[src/rtl/mips_pkg.sv]
// Shared definitions for the MEM stage of the 5-stage MIPS pipeline.
package mips_pkg;

  // MEM-stage controller states.
  typedef enum logic [0:0] {
    IDLE = 1'b0,
    BUSY = 1'b1
  } mem_state_t;

  // Default number of BUSY cycles allowed before an access is aborted.
  localparam int TIMEOUT_DEFAULT = 16;

  // MEM/WB pipeline register contents.
  typedef struct packed {
    logic [31:0] alu;
    logic [31:0] mdata;
    logic        m2reg;
    logic        wreg;
    logic [4:0]  wn;
  } memwb_t;

  // A data-memory access must target a whole 32-bit word.
  function automatic logic is_word_aligned(input logic [31:0] addr);
    return (addr[1:0] == 2'b00);
  endfunction

endpackage

[src/rtl/link45.sv]
// MEM/WB pipeline register. A bubble kills the write-back controls and
// keeps the data fields as they were; a load copies the EX/MEM fields and,
// for completed loads, the memory read data.
module Link45
  import mips_pkg::*;
(
  input  logic   Clock,
  input  logic   Reset,
  input  logic   i_load,
  input  logic   i_bubble,
  input  logic   i_mdata_we,
  input  memwb_t i_d,
  output memwb_t o_q
);

  memwb_t r_q;

  // Pipeline register update; bubble has priority over load.
  always_ff @(posedge Clock or posedge Reset) begin
    if (Reset) begin
      r_q <= '0;
    end else if (i_bubble) begin
      r_q.m2reg <= 1'b0;
      r_q.wreg  <= 1'b0;
    end else if (i_load) begin
      r_q.alu   <= i_d.alu;
      r_q.m2reg <= i_d.m2reg;
      r_q.wreg  <= i_d.wreg;
      r_q.wn    <= i_d.wn;
      if (i_mdata_we) begin
        r_q.mdata <= i_d.mdata;
      end
    end
  end

  assign o_q = r_q;

endmodule

[src/rtl/mem_access_unit.sv]
// MEM-stage controller: issues load/store requests on the data-memory bus,
// stalls the upstream pipeline while a request is outstanding, flags
// misaligned or timed-out accesses, and drives the MEM/WB register.
//
// Bus handshake: the unit raises mreq together with mwe/maddr/mwdata and
// holds all four stable until the clock edge after the memory pulses mack
// for one cycle (or until the unit gives up after TIMEOUT BUSY cycles).
// mack is only meaningful while a request is outstanding; mreq always
// returns low for at least one cycle before the next request.
module mem_access_unit
  import mips_pkg::*;
#(
  parameter int TIMEOUT = TIMEOUT_DEFAULT
) (
  input  logic        Clock,
  input  logic        Reset,
  input  logic [31:0] Alu_Result_mem,
  input  logic [31:0] rb_mem,
  input  logic        m2reg_mem,
  input  logic        wmem_mem,
  input  logic [4:0]  wn_mem,
  input  logic        wreg_mem,
  output logic        mreq,
  output logic        mwe,
  output logic [31:0] maddr,
  output logic [31:0] mwdata,
  input  logic [31:0] mrdata,
  input  logic        mack,
  output logic        stall_mem,
  output logic        mem_err,
  output logic [31:0] Alu_Result_wb,
  output logic [31:0] mdata_wb,
  output logic        m2reg_wb,
  output logic        wreg_wb,
  output logic [4:0]  wn_wb,
  output mem_state_t  o_dbg_state
);

  localparam int              CNT_W    = (TIMEOUT > 2) ? $clog2(TIMEOUT) : 1;
  localparam logic [CNT_W-1:0] CNT_LAST = CNT_W'(TIMEOUT - 1);

  mem_state_t       r_state;
  logic [CNT_W-1:0] r_cnt;
  logic             r_mreq;
  logic             r_mwe;
  logic [31:0]      r_maddr;
  logic [31:0]      r_mwdata;
  logic             r_mem_err;

  logic       w_access;
  logic       w_aligned;
  logic       w_is_store;
  logic       w_timeout;
  mem_state_t w_next_state;
  logic       w_start;
  logic       w_misalign;
  logic       w_done;
  logic       w_abort;
  logic       w_wait;
  logic       w_stall;
  logic       w_wb_load;
  logic       w_wb_bubble;
  logic       w_wb_mdata_we;
  memwb_t     w_wb_d;
  memwb_t     w_wb_q;

  // A load that also has the store bit set is still treated as a load.
  assign w_access   = m2reg_mem | wmem_mem;
  assign w_aligned  = is_word_aligned(Alu_Result_mem);
  assign w_is_store = wmem_mem & ~m2reg_mem;
  assign w_timeout  = (r_cnt == CNT_LAST);

  // Next-state and per-cycle action decode.
  always_comb begin
    w_next_state  = r_state;
    w_start       = 1'b0;
    w_misalign    = 1'b0;
    w_done        = 1'b0;
    w_abort       = 1'b0;
    w_wait        = 1'b0;
    w_stall       = 1'b0;
    w_wb_load     = 1'b0;
    w_wb_bubble   = 1'b0;
    w_wb_mdata_we = 1'b0;
    case (r_state)
      IDLE: begin
        if (w_access) begin
          w_wb_bubble = 1'b1;
          if (w_aligned) begin
            w_start      = 1'b1;
            w_stall      = 1'b1;
            w_next_state = BUSY;
          end else begin
            w_misalign = 1'b1;
          end
        end else begin
          w_wb_load = 1'b1;
        end
      end
      BUSY: begin
        if (mack) begin
          w_done        = 1'b1;
          w_wb_load     = 1'b1;
          w_wb_mdata_we = m2reg_mem;
          w_next_state  = IDLE;
        end else if (w_timeout) begin
          w_abort      = 1'b1;
          w_wb_bubble  = 1'b1;
          w_next_state = IDLE;
        end else begin
          w_wait      = 1'b1;
          w_stall     = 1'b1;
          w_wb_bubble = 1'b1;
        end
      end
      default: begin
        w_next_state = IDLE;
      end
    endcase
  end

  // State and BUSY-cycle counter.
  always_ff @(posedge Clock or posedge Reset) begin
    if (Reset) begin
      r_state <= IDLE;
      r_cnt   <= '0;
    end else begin
      r_state <= w_next_state;
      if (w_start) begin
        r_cnt <= '0;
      end else if (w_wait) begin
        r_cnt <= r_cnt + 1'b1;
      end
    end
  end

  // Bus registers: captured when the request starts, held until it ends.
  always_ff @(posedge Clock or posedge Reset) begin
    if (Reset) begin
      r_mreq   <= 1'b0;
      r_mwe    <= 1'b0;
      r_maddr  <= '0;
      r_mwdata <= '0;
    end else if (w_start) begin
      r_mreq   <= 1'b1;
      r_mwe    <= w_is_store;
      r_maddr  <= {Alu_Result_mem[31:2], 2'b00};
      r_mwdata <= rb_mem;
    end else if (w_done || w_abort) begin
      r_mreq <= 1'b0;
    end
  end

  // Sticky error flag for misaligned or timed-out accesses.
  always_ff @(posedge Clock or posedge Reset) begin
    if (Reset) begin
      r_mem_err <= 1'b0;
    end else if (w_misalign || w_abort) begin
      r_mem_err <= 1'b1;
    end
  end

  assign w_wb_d.alu   = Alu_Result_mem;
  assign w_wb_d.mdata = mrdata;
  assign w_wb_d.m2reg = m2reg_mem;
  assign w_wb_d.wreg  = wreg_mem;
  assign w_wb_d.wn    = wn_mem;

  Link45 u_link45 (
    .Clock      (Clock),
    .Reset      (Reset),
    .i_load     (w_wb_load),
    .i_bubble   (w_wb_bubble),
    .i_mdata_we (w_wb_mdata_we),
    .i_d        (w_wb_d),
    .o_q        (w_wb_q)
  );

  // Stall is released while reset is held so the pipeline is never frozen by
  // an instruction that the reset is about to discard.
  assign stall_mem     = w_stall & ~Reset;
  assign mreq          = r_mreq;
  assign mwe           = r_mwe;
  assign maddr         = r_maddr;
  assign mwdata        = r_mwdata;
  assign mem_err       = r_mem_err;
  assign Alu_Result_wb = w_wb_q.alu;
  assign mdata_wb      = w_wb_q.mdata;
  assign m2reg_wb      = w_wb_q.m2reg;
  assign wreg_wb       = w_wb_q.wreg;
  assign wn_wb         = w_wb_q.wn;
  assign o_dbg_state   = r_state;

endmodule

[config.mk]
export PLATFORM = sky130hd
export DESIGN_NAME = mem_access_unit
export DESIGN_NICKNAME = d
export VERILOG_FILES = /design/src/rtl/mips_pkg.sv /design/src/rtl/link45.sv /design/src/rtl/mem_access_unit.sv
export SDC_FILE = /design/constraint.sdc
export NUM_CORES = 1
export LEC_CHECK = 0
export BUFFER_PORTS_ARGS = -buffer_cell sky130_fd_sc_hd__buf_2
export CAP_MARGIN = 30
export CELL_PAD_IN_SITES_DETAIL_PLACEMENT = 0
export CELL_PAD_IN_SITES_GLOBAL_PLACEMENT = 1
export CORE_AREA = 3 3 175 134
export CTS_BUF_LIST = sky130_fd_sc_hd__clkbuf_16
export CTS_CLUSTER_SIZE = 30
export DETAILED_ROUTE_END_ITERATION = 8
export DIE_AREA = 0 0 178 137
export PLACE_DENSITY_LB_ADDON = 0.1
export SYNTH_ARGS = -nofsm -noshare
export SYNTH_HDL_FRONTEND = slang
export SYNTH_SLANG_ARGS = --single-unit
[constraint.sdc]
create_clock -name Clock -period 9.6 [get_ports Clock]
set_input_delay 1.92 -clock Clock [delete_from_list [all_inputs] [get_ports Clock]]
set_output_delay 1.92 -clock Clock [all_outputs]
set_load 0.02 [all_outputs]
==> summary.md, run 1 <==
| Metric | Value |
|---|---|
| Status | `complete, no violations` |
| Max_cap viols | `0` |
| First-pass GRT wire length | `22300 um` |
| CP Launch Point | `wmem_mem` |
| CTS buffer count | `17` |
| Synth top area share | `0.623` |
| Hold Path Cell Cnt | `1` |
| Post-DP Area | `around 7000 um2` |
| Layout cells sized above 1 | `0.693` |
| Iter 0 DRT Violations | `105` |
| TNS Setup | `0 ps` |
| Total track usage | `0.119` |
| Max-slew headroom | `0.402` |
| Post-CTS Setup Bufs | `0` |
| Asr flop ratio synth | `1.00` |
| Die Area | `roughly 24000 um2` |
| Slew @ Worst Pin | `896 ps` |
| Setup violators final | `0` |
| Vias | `between 3000 and 4000` |
| Max-slew violation count | `0` |
| TritonCTS Sinks | `about 140` |
| # IOs | `around 250` |
| Largest cells by area after synthesis | `dfrtp_1, mux2_4, mux2_2` |
| Cell taking the most area after synthesis | `dfrtp_1` |
| Remaining DRCs | `0` |
| Critical Path RT | `between 7000 and 8000 ps` |
| Cell Rows | `47` |
| Final worst-path cycle share | `0.525` |
| Worst Hold Class | `reg2reg` |
| Hold worst-path end | `maddr[18]` |
| CP startpoint kind | `primary input` |
| Largest net degree at the start of global routing | `roughly 70` |
| Beginning of the worst hold path | `maddr[18]` |
| Most common library cells after synthesis | `dfrtp_1, mux2_2, mux2_4, a21oi_1, buf_6` |
| Reg2reg end | `u_link45.o_q[63]` |
| Area of the multi-input gates | `~1900 um2` |
| Sequential cell area | `approximately 3500 um2` |
| Core ar. | `around 22000 um2` |
| Avg Inst Size Synth | `~17 um2` |
| Max Clk Rate | `slightly below 200 MHz` |
| ANT nets after route | `0` |
| Register area share after synthesis | `0.623` |
| Reg clk slew, reported paths | `around 60 ps` |
| Resize count post-CTS | `0` |
| Post-Syn Area | `about 5700 um2` |
| Worst skew pair latency | `between 400 and 500 ps` |
| Yosys cell types | `31` |
| Global route overflow | `0` |
| Crit path kind | `in2out` |
| IO buf count | `244` |
| Final Hold Viols | `0` |
| Util after Layout | `0.354` |
| Crit Reg-Reg Startpoint | `o_dbg_state` |
| Vias in the first global route | `between 3000 and 4000` |
| TritonCTS clock tree | `built` |
| First-pass DRT Iterations | `4` |
| Post-CTS Hold Buffers | `0` |
| Nets | `between 600 and 700` |
| Fill cells | `~2100` |
| Syn-to-layout area delta | `36.9%` |
| Ys flop type | `dfrtp_1` |
| Worst setup EP type | `primary output` |
| Vias/cell | `between 4 and 5` |
| Register bit total from synthesis | `around 140` |
| Reg-to-reg slack, setup | `approximately 7600 ps` |
| Worst-path fanout max | `17` |
| Post-DP HPWL | `around 10000 um` |
| Count leader, synth | `dfrtp_1` |
| Worst Skew | `roughly 6.3 ps` |
| CTS root buf | `clkbuf_16` |
| Syn Inst Count | `about 330` |
| Initial antenna violation count | `2` |
| Critical path arrival | `approximately 3100 ps` |
| Final wirelength | `14400 um` |
| H-tree depth | `4` |
| VDD IR max | `~100 uV` |
| Routability-driven placement congestion ratio | `just over 0.7` |
| Minimum clock period | `~5000 ps` |
| Yosys warns | `0` |
| Die width | `approximately 180 um` |
| Power per cell area | `about 270 nW/um2` |
| Die Y | `roughly 140 um` |
| RSZ-0062 raised after global routing | `no` |
| Starting Density | `0.258` |
| Final instance area | `roughly 7800 um2` |
| R2R depth | `4` |
| EDFF count, synth | `0` |
| Leakage power | `roughly 3.8 nW` |
| Max clock buf depth | `2` |
| Diode count | `0` |
| WL per Instance | `approximately 16 um` |
## area by class of cell
type                    count  share of cell area
clock buffers              17              0.0549
clock inverters            14              0.0216
inverters                   3             0.00210
multi-input cells         168               0.251
flip-flops and latches    141               0.455
well taps                 294              0.0474
repair buffers            250               0.168
## worst max-delay path by stage
stage,endpoint,slack [ps],cells past startpoint
final,stall_mem,4560,4
after global routing,stall_mem,4430,4
after CTS,stall_mem,4510,4
after detailed placement,stall_mem,4500,4
after global placement,stall_mem,4540,4
after floorplan,maddr[10],3900,1
## metal layers
metal	vias to the layer above	share of wire	track usage
met5	-	0.0019	0
met4	4	0.0078	0.0288
met3	11	0.10	0.0577
met2	146	0.43	0.174
met1	1747	0.45	0.159
li1	1665	-	-
## registers in the layout (all words and copies together), names as in the netlist
signal,cells
mwe,1
mwdata,32
u_link45.o_q,71
mem_err,1
r_cnt,4
mreq,1
o_dbg_state,1
maddr,30
## where the power goes
group	total [mW]	internal [mW]	leakage (nW)	switching, mW
combinational	0.606	0.267	1.88	0.339
clock	0.674	0.408	0.281	0.266
sequential	0.816	0.742	1.67	0.0745
total	2.10	1.42	3.84	0.679
## cells by family after synthesis
group / after synthesis / share of synthesized area
flops: 141 / 0.623
buf+inv: 21 / 0.0378
mux: 131 / 0.299
simple gates: 17 / 0.0194
other cells: 1 / 0.000662
fa+ha+maj: 1 / 0.00221
compound gates: 17 / 0.0179
## worst max-delay path, stage by stage
cell and delay [ps]:
buf_2 140, o21ai_2 720, a21oi_1 140, buf_2 200
## per-stage QoR
step                hold slack [ps]  power (mW)  worst slack [ps]  instances
floorplan                       536        1.22              3900        330
global placement                462        1.44              4540        854
detailed placement              473        1.44              4500        855
CTS                             487        2.13              4510        886
global route                    493        2.21              4430        887
finish                          484        2.10              4560        887
## cells in the final DEF, fill, tap and decap left out
cell        instances
o21a_1              1
clkinv_2            1
o22ai_1             1
ha_1                1
a21oi_1             7
bufinv_16           3
or3_1               1
clkbuf_16          17
nor3_2              1
a21oi_4             1
nor3_1              2
and4_1              1
and3_1              1
buf_2             244
nand2_1             2
dfrtp_1           141
conb_1              2
mux2_2             67
o21ai_2             1
clkinv_1            1
nand3_1             4
nand2b_1            1
nor3_4              1
a21o_1              1
nor4_1              1
o21ai_0             4
buf_4               4
buf_16              2
o21a_4              1
mux2_4             59
inv_1               3
clkinvlp_4          4
mux2_1              5
nor2b_1             2
inv_6               5
Note: power is estimated with default switching activity, not from simulation.
==> run 2: changes to the inputs <==
==> constraint.sdc (replaced) <==
create_clock -name Clock -period 5.19 [get_ports Clock]
set_input_delay 1.038 -clock Clock [delete_from_list [all_inputs] [get_ports Clock]]
set_output_delay 1.038 -clock Clock [all_outputs]
set_load 0.02 [all_outputs]
==> summary.md, run 2 (same netlist as run 1, synthesis figures left out) <==
| Metric | Value |
|---|---|
| Crit Reg-Reg Startpoint | `o_dbg_state` |
| Inst Count DP | `approximately 860` |
| R2R depth | `4` |
| Reg-to-reg slack, setup | `between 2000 and 3000 ps` |
| TritonCTS Sinks | `141` |
| Reg2reg end | `u_link45.o_q[64]` |
| Critical Path RT | `between 4000 and 5000 ps` |
| Worst Hold Class | `reg2reg` |
| IO buf count | `between 200 and 250` |
| Max-slew violation count | `0` |
| Post-CTS Setup Bufs | `0` |
| WL per Instance | `roughly 16 um` |
| Power per cell area | `514 nW/um2` |
| # IOs | `roughly 250` |
| Nets | `~690` |
| Slew @ Worst Pin | `between 900 and 1000 ps` |
| Status | `complete, no violations` |
| Post-DP HPWL | `around 11000 um` |
| Die Area | `approximately 24000 um2` |
| Worst skew pair latency | `between 400 and 500 ps` |
| Starting Density | `0.258` |
| Minimum clock period | `3250 ps` |
| Final wirelength | `14500 um` |
| Max_cap viols | `0` |
| Max reg flops | `between 70 and 80` |
| ANT nets after route | `0` |
| First-pass DRT Iterations | `4` |
| Fin cells | `887` |
| Die width | `178 um` |
| Worst-path fanout max | `17` |
| Setup violators final | `0` |
| Core ar. | `21900 um2` |
| Vias in the first global route | `between 3000 and 4000` |
| Cell Rows | `47` |
| Layout cells sized above 1 | `0.695` |
| VDD IR max | `approximately 170 uV` |
| Critical path arrival | `2210 ps` |
| Vias/cell | `approximately 4.1` |
| CTS buffer count | `17` |
| Worst setup EP type | `primary output` |
| Iter 0 DRT Violations | `between 100 and 150` |
| Reg clk slew, reported paths | `around 60 ps` |
| Crit path depth | `4` |
| Routability-driven placement congestion ratio | `between 0.7 and 0.8` |
| Post-CTS Hold Buffers | `0` |
| Final worst-path cycle share | `0.626` |
| Final Hold Viols | `0` |
| Crit-path cells | `buf_2, o21ai_2, a21oi_1, buf_2` |
| Die Y | `around 140 um` |
| Most frequent cells in the layout | `buf_2, dfrtp_1, mux2_2` |
| Worst Skew | `between 7 and 8 ps` |
| Syn-to-layout area delta | `38.1%` |
| Worst path top cell family by delay | `compound AO/OA/AOI/OAI gates` |
| Most used cell, CP | `buf_2` |
| WP buf/inv | `2` |
| Fill cells | `approximately 2200` |
| Crit path kind | `in2out` |
| Largest net degree at the start of global routing | `82` |
| CTS root buf | `clkbuf_16` |
| Vias | `around 3600` |
| Max Clk Rate | `slightly above 300 MHz` |
| Diode count | `0` |
| TNS Setup | `0 ps` |
| CP Launch Point | `wmem_mem` |
| Slowest CP cell | `o21ai_2` |
| RSZ-0062 raised after global routing | `no` |
| CP startpoint kind | `primary input` |
| First-pass GRT wire length | `about 22000 um` |
| H-tree depth | `4` |
| CP peak stage delay | `700 ps` |
| Global route overflow | `0` |
| TritonCTS clock tree | `built` |
| Max clock buf depth | `2` |
| Setup crit end | `stall_mem` |
| Initial antenna violation count | `1` |
| Resize count post-CTS | `0` |
| Remaining DRCs | `0` |
| Commonest non-fill, non-tap cell in the layout | `buf_2` |
| Leakage power | `just under 4 nW` |
| Max-slew headroom | `0.367` |
| Total track usage | `0.119` |
[run 2: worst reg2reg max path, stage by stage, from the launching register on]
cell and delay, ps:
dfrtp_1 590, nor3_2 120, a21oi_4 740, buf_4 450, mux2_2 390
[run 2: through the flow]
step                      cell area (um2)  hold WS, ps  setup slack, ps  power (mW)  utilization
after floorplan                      5670          536              371        2.25            -
after global placement               7100          464             1940        2.66        0.324
after detailed placement             7150          467             1930        2.67        0.326
after CTS                            7820          480             1920        4.09        0.357
after global routing                 7820          497             1800        4.24        0.357
final                                7820          478             1940        4.02        0.357
[run 2: how the worst min path moves through the flow]
stage	startpoint	slack (ps)	cells past startpoint	to
after detailed placement	mreq	470	1	mreq
after global routing	mreq	500	1	mreq
final	mreq	480	1	mreq
after CTS	mreq	480	1	mreq
after floorplan	r_cnt[1]	540	2	r_cnt[1]
after global placement	mem_err	460	2	mem_err
[run 2: layer usage]
metal | vias up | GRT usage | routed length [um]
met5 | - | 0 | 7
met4 | 2 | 0.0405 | 177
met3 | 15 | 0.0530 | 1440
met2 | 151 | 0.169 | 6220
met1 | 1771 | 0.162 | 6690
li1 | 1664 | - | -
[run 2: area by class of cell]
type / instances / area (um2) / area share
Sequential cell: 141 / 3530 / 0.451
Timing Repair Buffer: 249 / 1300 / 0.166
Clock inverter: 15 / 244 / 0.0312
Multi-Input combinational cell: 168 / 1940 / 0.248
Inverter: 3 / 16.3 / 0.00208
Tap cell: 294 / 368 / 0.0470
Clock buffer: 17 / 425 / 0.0544
[run 2: power breakdown]
group / switching, mW / internal (mW)
combinational: 0.632 / 0.494
clock: 0.480 / 0.902
sequential: 0.139 / 1.37
total: 1.25 / 2.77
